<file path="src/rtl/sram_ctrl.sv">
// Initiator-side controller for the single-port SRAM macro: registered issue stage,
// credit-protected read-response FIFO and a zero-fill clear sequencer.
module sram_ctrl #(
    parameter int unsigned data_width = 64,
    parameter int unsigned addr_width = 10,
    parameter int unsigned depth      = 1 << addr_width,
    parameter int unsigned rsp_depth  = 4
) (
    input  logic                  clk,
    input  logic                  rst,
    input  logic                  req_valid,
    output logic                  req_ready,
    input  logic                  req_we,
    input  logic [addr_width-1:0] req_addr,
    input  logic [data_width-1:0] req_wdata,
    output logic                  rsp_valid,
    input  logic                  rsp_ready,
    output logic [data_width-1:0] rsp_data,
    input  logic                  clear_start,
    output logic                  clear_busy,
    output logic                  clear_done,
    output logic                  sram_cen_n,
    output logic                  sram_gwen,
    output logic [addr_width-1:0] sram_addr,
    output logic [data_width-1:0] sram_data_in,
    input  logic [data_width-1:0] sram_data_out
);

    localparam int unsigned ptr_w = (rsp_depth > 1) ? $clog2(rsp_depth) : 1;
    localparam int unsigned cnt_w = $clog2(rsp_depth + 1);
    localparam int unsigned crd_w = cnt_w + 1;

    typedef enum logic [0:0] {
        IDLE  = 1'b0,
        CLEAR = 1'b1
    } state_t;

    state_t                  state;
    logic                    rd_issue;
    logic                    rd_pend;
    logic [addr_width-1:0]   clr_addr;

    logic [data_width-1:0]   fifo_mem [rsp_depth];
    logic [ptr_w-1:0]        wr_ptr;
    logic [ptr_w-1:0]        rd_ptr;
    logic [cnt_w-1:0]        fifo_count;
    logic [cnt_w-1:0]        count_nxt;

    logic                    accept;
    logic                    push;
    logic                    pop;
    logic [crd_w-1:0]        credit_used;

    // Credits count FIFO entries plus reads still travelling through the SRAM.
    assign credit_used = crd_w'(fifo_count) + crd_w'(rd_issue) + crd_w'(rd_pend);
    assign req_ready   = (state == IDLE) && !clear_start && (credit_used < crd_w'(rsp_depth));
    assign accept      = req_valid && req_ready;
    assign push        = rd_pend;
    assign pop         = rsp_valid && rsp_ready;
    assign rsp_data    = fifo_mem[rd_ptr];

    // Control FSM and registered SRAM issue stage.
    always_ff @(posedge clk or posedge rst) begin
        if (rst) begin
            state        <= IDLE;
            sram_cen_n   <= 1'b1;
            sram_gwen    <= 1'b1;
            sram_addr    <= '0;
            sram_data_in <= '0;
            rd_issue     <= 1'b0;
            rd_pend      <= 1'b0;
            clr_addr     <= '0;
            clear_busy   <= 1'b0;
            clear_done   <= 1'b0;
        end else begin
            rd_pend    <= rd_issue;
            rd_issue   <= 1'b0;
            sram_cen_n <= 1'b1;
            sram_gwen  <= 1'b1;
            clear_done <= 1'b0;
            case (state)
                IDLE: begin
                    if (clear_start) begin
                        state      <= CLEAR;
                        clr_addr   <= '0;
                        clear_busy <= 1'b1;
                    end else if (accept) begin
                        sram_cen_n   <= 1'b0;
                        sram_gwen    <= !req_we;
                        sram_addr    <= req_addr;
                        sram_data_in <= req_wdata;
                        rd_issue     <= !req_we;
                    end
                end
                CLEAR: begin
                    sram_cen_n   <= 1'b0;
                    sram_gwen    <= 1'b0;
                    sram_addr    <= clr_addr;
                    sram_data_in <= '0;
                    if (clr_addr == addr_width'(depth - 1)) begin
                        state      <= IDLE;
                        clear_busy <= 1'b0;
                        clear_done <= 1'b1;
                        clr_addr   <= '0;
                    end else begin
                        clr_addr <= clr_addr + addr_width'(1);
                    end
                end
                default: state <= IDLE;
            endcase
        end
    end

    always_comb begin
        count_nxt = fifo_count;
        case ({push, pop})
            2'b10:   count_nxt = fifo_count + cnt_w'(1);
            2'b01:   count_nxt = fifo_count - cnt_w'(1);
            default: count_nxt = fifo_count;
        endcase
    end

    // Response FIFO; capture happens the edge after the SRAM registers its output.
    always_ff @(posedge clk or posedge rst) begin
        if (rst) begin
            wr_ptr     <= '0;
            rd_ptr     <= '0;
            fifo_count <= '0;
            rsp_valid  <= 1'b0;
            for (int i = 0; i < int'(rsp_depth); i++) begin
                fifo_mem[i] <= '0;
            end
        end else begin
            if (push) begin
                fifo_mem[wr_ptr] <= sram_data_out;
                wr_ptr           <= wr_ptr + ptr_w'(1);
            end
            if (pop) begin
                rd_ptr <= rd_ptr + ptr_w'(1);
            end
            fifo_count <= count_nxt;
            rsp_valid  <= (count_nxt != '0);
        end
    end

    a_no_push_full: assert property (@(posedge clk) disable iff (rst)
        !(push && (fifo_count == cnt_w'(rsp_depth))));
    a_no_pop_empty: assert property (@(posedge clk) disable iff (rst)
        !(pop && (fifo_count == '0)));

endmodule

</file>
<file path="config.mk">
export PLATFORM = sky130hd
export DESIGN_NAME = sram_ctrl
export DESIGN_NICKNAME = d
export VERILOG_FILES = /design/src/rtl/sram_ctrl.sv
export SDC_FILE = /design/constraint.sdc
export NUM_CORES = 1
export LEC_CHECK = 0
export ABC_AREA = 1
export BUFFER_PORTS_ARGS = -buffer_cell sky130_fd_sc_hd__buf_2
export CAP_MARGIN = 40
export CORE_MARGIN = 2
export CORE_UTILIZATION = 50
export DETAILED_ROUTE_END_ITERATION = 8
export HOLD_SLACK_MARGIN = 0.05
export PLACE_DENSITY_LB_ADDON = 0.08
export SYNTH_ARGS = -nofsm -noshare
export SYNTH_HDL_FRONTEND = slang
export SYNTH_SLANG_ARGS = --single-unit
</file>
<file path="constraint.sdc">
create_clock -name clk -period 11.5 [get_ports clk]
set_input_delay 0.575 -clock clk [delete_from_list [all_inputs] [get_ports clk]]
set_output_delay 0.575 -clock clk [all_outputs]
set_load 0.05 [all_outputs]
</file>
* Word level (Yosys, flattened, before mapping)
Index checks and enable logic that the tools add are counted. Widths: inputs -> output; s select.
Operators by class: add/sub/neg operators 7, order comparisons 4, equal/unequal tests 7, bitwise operators 3, reductions and logical operators 10, multiplexer cells 33
Operators by type and width (count):
- $mux 64 | 5
- $bwmux 256 | 1
- $bmux 64 s2 | 1
- $demux 64 s2 | 1
- $pmux 64 s2 | 1
- $mux 10 | 4
- $pmux 10 s2 | 2
- $mux 1 | 13
- $add 10x1->10 const B | 1
- $eq 10x10->1 const B | 1
- $pmux 1 s2 | 4
- $ge 3x3->1 const B | 2
- $ne 2x2->1 const B | 3
- $not 2->3 | 2
- $pmux 3 s2 | 1
- $logic_and 1x1->1 | 5
- $add 2x1->2 const B | 2
- $add 3x1->4 | 1
- $add 4x1->4 | 1
- $lt 4x3->1 const B | 1
- $reduce_and 2->1 | 2
- $add 3x1->3 const B | 1
- $lt 3x1->1 const B | 1
- $reduce_bool 3->1 | 1
- 6 further kinds | 7
Word-level totals: output and inout bits 144, register bits 355

* Logic depth before layout (Yosys ltp)
Gate-level depths: netlist of the first run.
depth in word-level cells 8, gate-level depth with buffers 11, mapped depth without buffers 11

* Worst setup path before layout of the first run
Ideal clock, no wire load.
path kind register to output, start reg rd_ptr[0], end out rsp_data[10], cell stages (with the launch flop) 6, arrival time 1.743 ns, slack 9.182 ns, data required time 10.925 ns, path through dfrtp_1 -> inv_1 -> buf_2 -> buf_1 -> nor2_1 -> o22ai_1
Between the ends: cells in the longest elaborated chain, start to end 4
Ends and longest elaborated chain:
- start, declared | RTL line 45 | logic [ptr_w-1:0] rd_ptr;
- start signal, assigned | RTL line 139 | rd_ptr <= rd_ptr + ptr_w'(1);
- $not 2->3 (implied by the code) | RTL line 60 | assign rsp_data = fifo_mem[rd_ptr];
- $bmux 64 s2 | RTL line 60
- $mux 64 (implied by the code) (2 in a row) | RTL line 60
- end, declared | RTL line 18 | output logic [data_width-1:0] rsp_data,
No other way between the ends. The select of a mux whose other input is x is not followed.

* Worst setup path in the final report of the first run
start reg rd_ptr[0], end out rsp_data[59]
The elaborated chain is that of the path after synthesis.

==> results of run 1 <==
[metal layers]
| metal | vias up | part of all wire | wire, µm | track usage |
|---|---|---|---|---|
| li1 | 6115 | - | - | - |
| met4 | 4 | 0.024 | 950 | 0.0716 |
| met1 | 5863 | 0.42 | 16300 | 0.316 |
| met3 | 67 | 0.070 | 2740 | 0.0631 |
| met2 | 356 | 0.49 | 19100 | 0.430 |
| met5 | - | 0.00051 | 20 | 0 |
[report_power, final]
group / total (mW) / internal (mW) / switching [mW]
combinational: 1.54 / 0.399 / 1.14
sequential: 1.71 / 1.53 / 0.184
clock: 1.26 / 0.767 / 0.494
total: 4.51 / 2.70 / 1.82
[layout make-up]
| type | count | area (µm²) |
|---|---|---|
| Tap cell | 390 | 488 |
| Clock inverter | 12 | 114 |
| Antenna cell | 2 | 5.00 |
| Multi-Input combinational cell | 1179 | 5270 |
| Inverter | 94 | 362 |
| Fill cell | 2690 | 11500 |
| Timing Repair Buffer | 306 | 1700 |
| Sequential cell | 355 | 8890 |
| Clock buffer | 59 | 1200 |
[cells by family after synthesis]
family | count (synthesis) | synth area share
buf+inv | 210 | 0.0579
xor+xnor | 7 | 0.00409
fa+ha+maj | 8 | 0.00718
simple gates | 696 | 0.176
flops | 355 | 0.593
compound gates | 468 | 0.162
[Yosys cell counts]
master | number | share of area
a21oi_1 | 4 | 0.0013
buf_1 | 3 | 0.00075
buf_2 | 28 | 0.0093
buf_6 | 6 | 0.0045
clkbuf_1 | 79 | 0.020
dfrtp_1 | 353 | 0.59
dfstp_2 | 2 | 0.0035
fa_1 | 1 | 0.0013
ha_1 | 7 | 0.0058
inv_1 | 90 | 0.023
inv_2 | 4 | 0.0010
nand2_1 | 540 | 0.14
nand2_2 | 2 | 0.00083
nand3_1 | 8 | 0.0027
nand3_2 | 1 | 0.00067
nand3b_1 | 1 | 0.00050
nand4_1 | 2 | 0.00083
nor2_1 | 140 | 0.035
nor2_2 | 1 | 0.00042
nor3_1 | 1 | 0.00033
o21ai_0 | 397 | 0.13
o22ai_1 | 67 | 0.028
xnor2_1 | 2 | 0.0012
xor2_1 | 5 | 0.0029
[worst paths after layout]
kind / start / end / depth (start not counted)
worst max register to register: rd_ptr[0] / rd_ptr[1] / 4
max in group asynchronous: rst / fifo_mem[19] / 4
worst min register to register: rd_issue / push / 0
min in group clk: req_we / sram_gwen / 2
worst min-delay path: rst / fifo_mem[169] / 2
worst max-delay path: rd_ptr[0] / rsp_data[59] / 5
[critical path, delay by kind of cell, from the launching register on]
family,cells,cell delay (ps)
AO/OA/AOI/OAI,2,360
flip-flops,1,750
buffers and inverters,3,1620
[per-stage QoR]
step / hold slack (ps) / util / setup WS [ps] / instance area [µm²]
finish: 45.5 / 0.610 / 7620 / 18000
detailed placement: 376 / 0.566 / 8170 / 16700
floorplan: 354 / - / 1080 / 15000
global placement: 372 / 0.559 / 8210 / 16500
global route: 70.3 / 0.610 / 7330 / 18000
CTS: 54.8 / 0.610 / 7620 / 18000
[flip-flops by register name, indices dropped and copies added (netlist names)]
name          flops
wr_ptr            2
rd_issue          1
clr_addr         10
rsp_valid         1
sram_gwen         1
state             1
fifo_mem        256
sram_data_in     64
clear_busy        1
fifo_count        3
sram_cen_n        1
push              1
rd_ptr            2
clear_done        1
sram_addr        10
==> results.yml, run 1 <==
status:
  outcome: "finished clean"
critical_path:
  crit_fanout: 71
  critPathSlowestCell: "clkinv_2"
  crit_chain: "clkinv_2 > buf_4 > o21ai_0 > o22ai_1 > buf_2"
  r2r_slack_ps: 8820
  critPathKind: "flop to primary output"
  cp-start-kind: "flop"
  cp-end-kind: "primary output"
  crit_arrival_ps: 3300
  crit_path_max_incr_delay_ps: 770
  crit_required_ps: 10930
drt:
  drt-total-wl_um: 39100
  via_per_inst: 5.18
  first_pass_iters: 5
  antenna_left: 0
  post_drt_wl_per_cell_um: 16.3
  drt_iter0_drc: 918
  drcViolationCount: 0
  vias: 12400
synth:
  ys_warn_count: 0
  synthCells: 1744
  synth_seq_cells: 355
  ys_types: 24
  yosysSeqAreaShare: 0.593
  synth.avg_cell_area_um2: 8.60
  synth_nets: 1896
  syn_area_mm2: 0.0150
clock_tree:
  clock_sinks: 355
  clk_latency_ps: 510
  htree_levels: 2
  clockRootBuffer: "clkbuf_16"
  cts.repair.resized: 0
  tritoncts: "built"
  cts_setup_buffers: 0
  cts_buffers: 39
  clk_path_buf_depth: 3
  cts_hold_buffers: 0
  path_clk_slew_ps: 60
finish:
  final_common_cell: "nand2_1"
  layout_common_cells: "536 x nand2_1, 397 x o21ai_0, 351 x dfrtp_1, 287 x buf_2, 140 x nor2_1"
  stdcell_count: 2397
  area_growth_pct: 20.3
  drive_gt1_frac: 0.194
  finalNetCount: 2127
floorplanning:
  ios: 288
  start_util: 0.507
  die_w_um: 177
  coreArea_mm2: 0.0296
  row_count: 63
  fp.dieH_um: 177
  die_area_mm2: 0.0314
global_route:
  grt_max_degree: 89
  first_global_vias: 12300
  antenna_found_initial: 5
  grt_usage: 0.251
  grt_pass1_wl_um: 62900
  grt-ovfl-total: 0
placement:
  dp.cells: 2324
  place.gp.congestion: 0.799
  portBuffers: 287
  place_hpwl_um: 25000
timing:
  rsz0062_at_grt: "no"
  finalHoldViolations: 0
  slew_violations: 0
  maxSlewHeadroom: 0.382
  fmax_ghz: 0.258
  finalCriticalPeriod_ps: 3880
  setup_viol: 0
  clock-skew-final_ps: 13.0
  finalCritPeriodShare: 0.337
  worst-slew-pin-transition_ps: 927
  finalSetupTns_ps: 0
flow_run:
  maxCapViolCount: 0
hold_path:
  min_path_type: "primary input to async pin"
power:
  total_power_mw: 4.51
  power_leakage_nw: 9.54
  powerDensity_mw_per_mm2: 250
  ir_drop_mv: 0.128
(Power assumes the default switching activity.)
==> run 2: changes to the inputs <==
- clock period: 11.5 -> 3.4 ns (I/O delays scaled with it)
==> results.yml, run 2 (synthesis results as in run 1) <==
critical_path:
  crit_fanout: 36
  critPathKind: "flop to primary output"
  crit_arrival_ps: 2460
  cp-end-kind: "primary output"
  cp-start-kind: "flop"
  timing.rr.start: "push"
  crit_required_ps: 3230
  reg2reg_depth: 9
  r2r_slack_ps: 1090
  worstReg2RegEnd: "sram_data_in[29]"
finish:
  stdcell_count: 2538
  fill_cells: 2422
  final_util: 0.659
  regArea_mm2: 0.00889
  drive_gt1_frac: 0.180
  reg_top3: "fifo_mem: 256 flops, sram_data_in: 64 flops"
  max_flop_register: "fifo_mem"
  finalNetCount: 2273
  final_common_cell: "nand2_1"
  diodes: 0
  multi_input_area_mm2: 0.00527
  largest_reg_flops: 256
  layout_common_cells: "536 x nand2_1, 397 x o21ai_0, 351 x dfrtp_1, 287 x buf_2, 143 x dlygate4sd3_1"
  area_growth_pct: 29.9
clock_tree:
  htree_levels: 2
  clk_latency_ps: 520
  clock_sinks: 355
  cts.repair.resized: 0
  cts_buffers: 39
  clk_path_buf_depth: 3
  path_clk_slew_ps: 60
  cts_setup_buffers: 0
  clockRootBuffer: "clkbuf_16"
  tritoncts: "built"
drt:
  drcViolationCount: 0
  antenna_left: 0
  route.met3.wl_um: 2480
  via_per_inst: 5.15
  vias: 13100
  first_pass_iters: 5
  routed.top_layer: "met4"
  post_drt_wl_per_cell_um: 15.9
  met1_length_um: 17200
  drt_iter0_drc: 880
  drt-total-wl_um: 40400
  routed-wl-met2_um: 19400
timing:
  finalCritPeriodShare: 0.774
  rsz0062_at_grt: "no"
  maxSlewHeadroom: 0.464
  clock-skew-final_ps: 11.6
  setup_slack_ps: 767
  setup_viol: 0
  worst-slew-pin-transition_ps: 804
  finalHoldViolations: 0
  finalSetupTns_ps: 0
  fmax_ghz: 0.380
  finalCriticalPeriod_ps: 2630
  slew_violations: 0
hold_path:
  min_path_type: "primary input to async pin"
placement:
  place_hpwl_um: 23700
  place.gp.congestion: 0.855
  dp.cells: 2327
  post-place-ws_ps: 1110
  portBuffers: 287
power:
  internal_power_mw: 9.35
  p_sw_mw: 6.19
  ir_drop_mv: 0.560
  power_leakage_nw: 10.1
  powerDensity_mw_per_mm2: 798
  p_comb_frac: 0.355
  clkPwrFrac: 0.278
  power_frac_seq: 0.367
  total_power_mw: 15.5
  p_sw_frac: 0.398
floorplanning:
  row_count: 63
  coreArea_mm2: 0.0296
  fp.dieH_um: 177
  start_util: 0.507
  die_area_mm2: 0.0314
  ios: 288
  die_w_um: 177
global_route:
  grt_pass1_wl_um: 66200
  grt_max_degree: 130
  grt_usage: 0.262
  antenna_found_initial: 0
  first_global_vias: 13000
  grt-ovfl-total: 0
flow_run:
  maxCapViolCount: 0
status:
  outcome: "finished clean"
-- run 2: critical path, cell delays in order (launching register included) --
cell and delay [ps]:
dfrtp_2 400, inv_2 530, buf_4 350, o21ai_0 120, o22ai_1 220, buf_2 320
-- run 2: cell type report --
type | instances | area share
clock buffers | 56 | 0.0591
clock inverters | 12 | 0.00873
inverters | 94 | 0.0184
multi-input cells | 1179 | 0.271
flip-flops and latches | 355 | 0.456
well taps | 390 | 0.0250
repair buffers | 452 | 0.162
-- run 2: layer usage --
layer | GRT usage | vias to the layer above
li1 | - | 6400
met1 | 0.338 | 6181
met2 | 0.437 | 413
met3 | 0.0526 | 87
met4 | 0.0999 | 0
met5 | 0 | -
-- run 2: power groups by stage --
stage | Combinational [mW] | Sequential, mW | Clock (mW)
floorplan | 4.05 | 5.85 | 0
global placement | 5.34 | 5.73 | 0
detailed placement | 5.40 | 5.75 | 0
CTS | 5.55 | 5.70 | 4.44
global route | 6.03 | 5.82 | 4.61
finish | 5.51 | 5.70 | 4.32
-- run 2: metrics by stage --
| stage | cell area [µm²] | hold slack (ps) |
|---|---|---|
| final | 19500 | 187 |
| after CTS | 19500 | 159 |
| after detailed placement | 16700 | 162 |
| after global routing | 19500 | 180 |
| after floorplan | 15000 | 233 |
| after global placement | 16700 | 162 |
-- run 2: how the worst max path moves through the flow --
stage	to	cells past startpoint	from	slack, ps
3_3_place_gp	sram_data_in[57]	9	push	1160
4_1_cts	rsp_data[16]	5	rd_ptr[1]	720
5_1_grt	rsp_data[2]	5	rd_ptr[1]	650
6_report	rsp_data[2]	5	rd_ptr[1]	770
3_5_place_dp	sram_data_in[9]	9	push	1110
2_1_floorplan	clear_busy	1	rst	-1520
-- run 2: timing repair --
item,CTS,global route
hold endpoints to repair,445,0
endpoints found under the setup margin,0,0
hold buffers,143,0
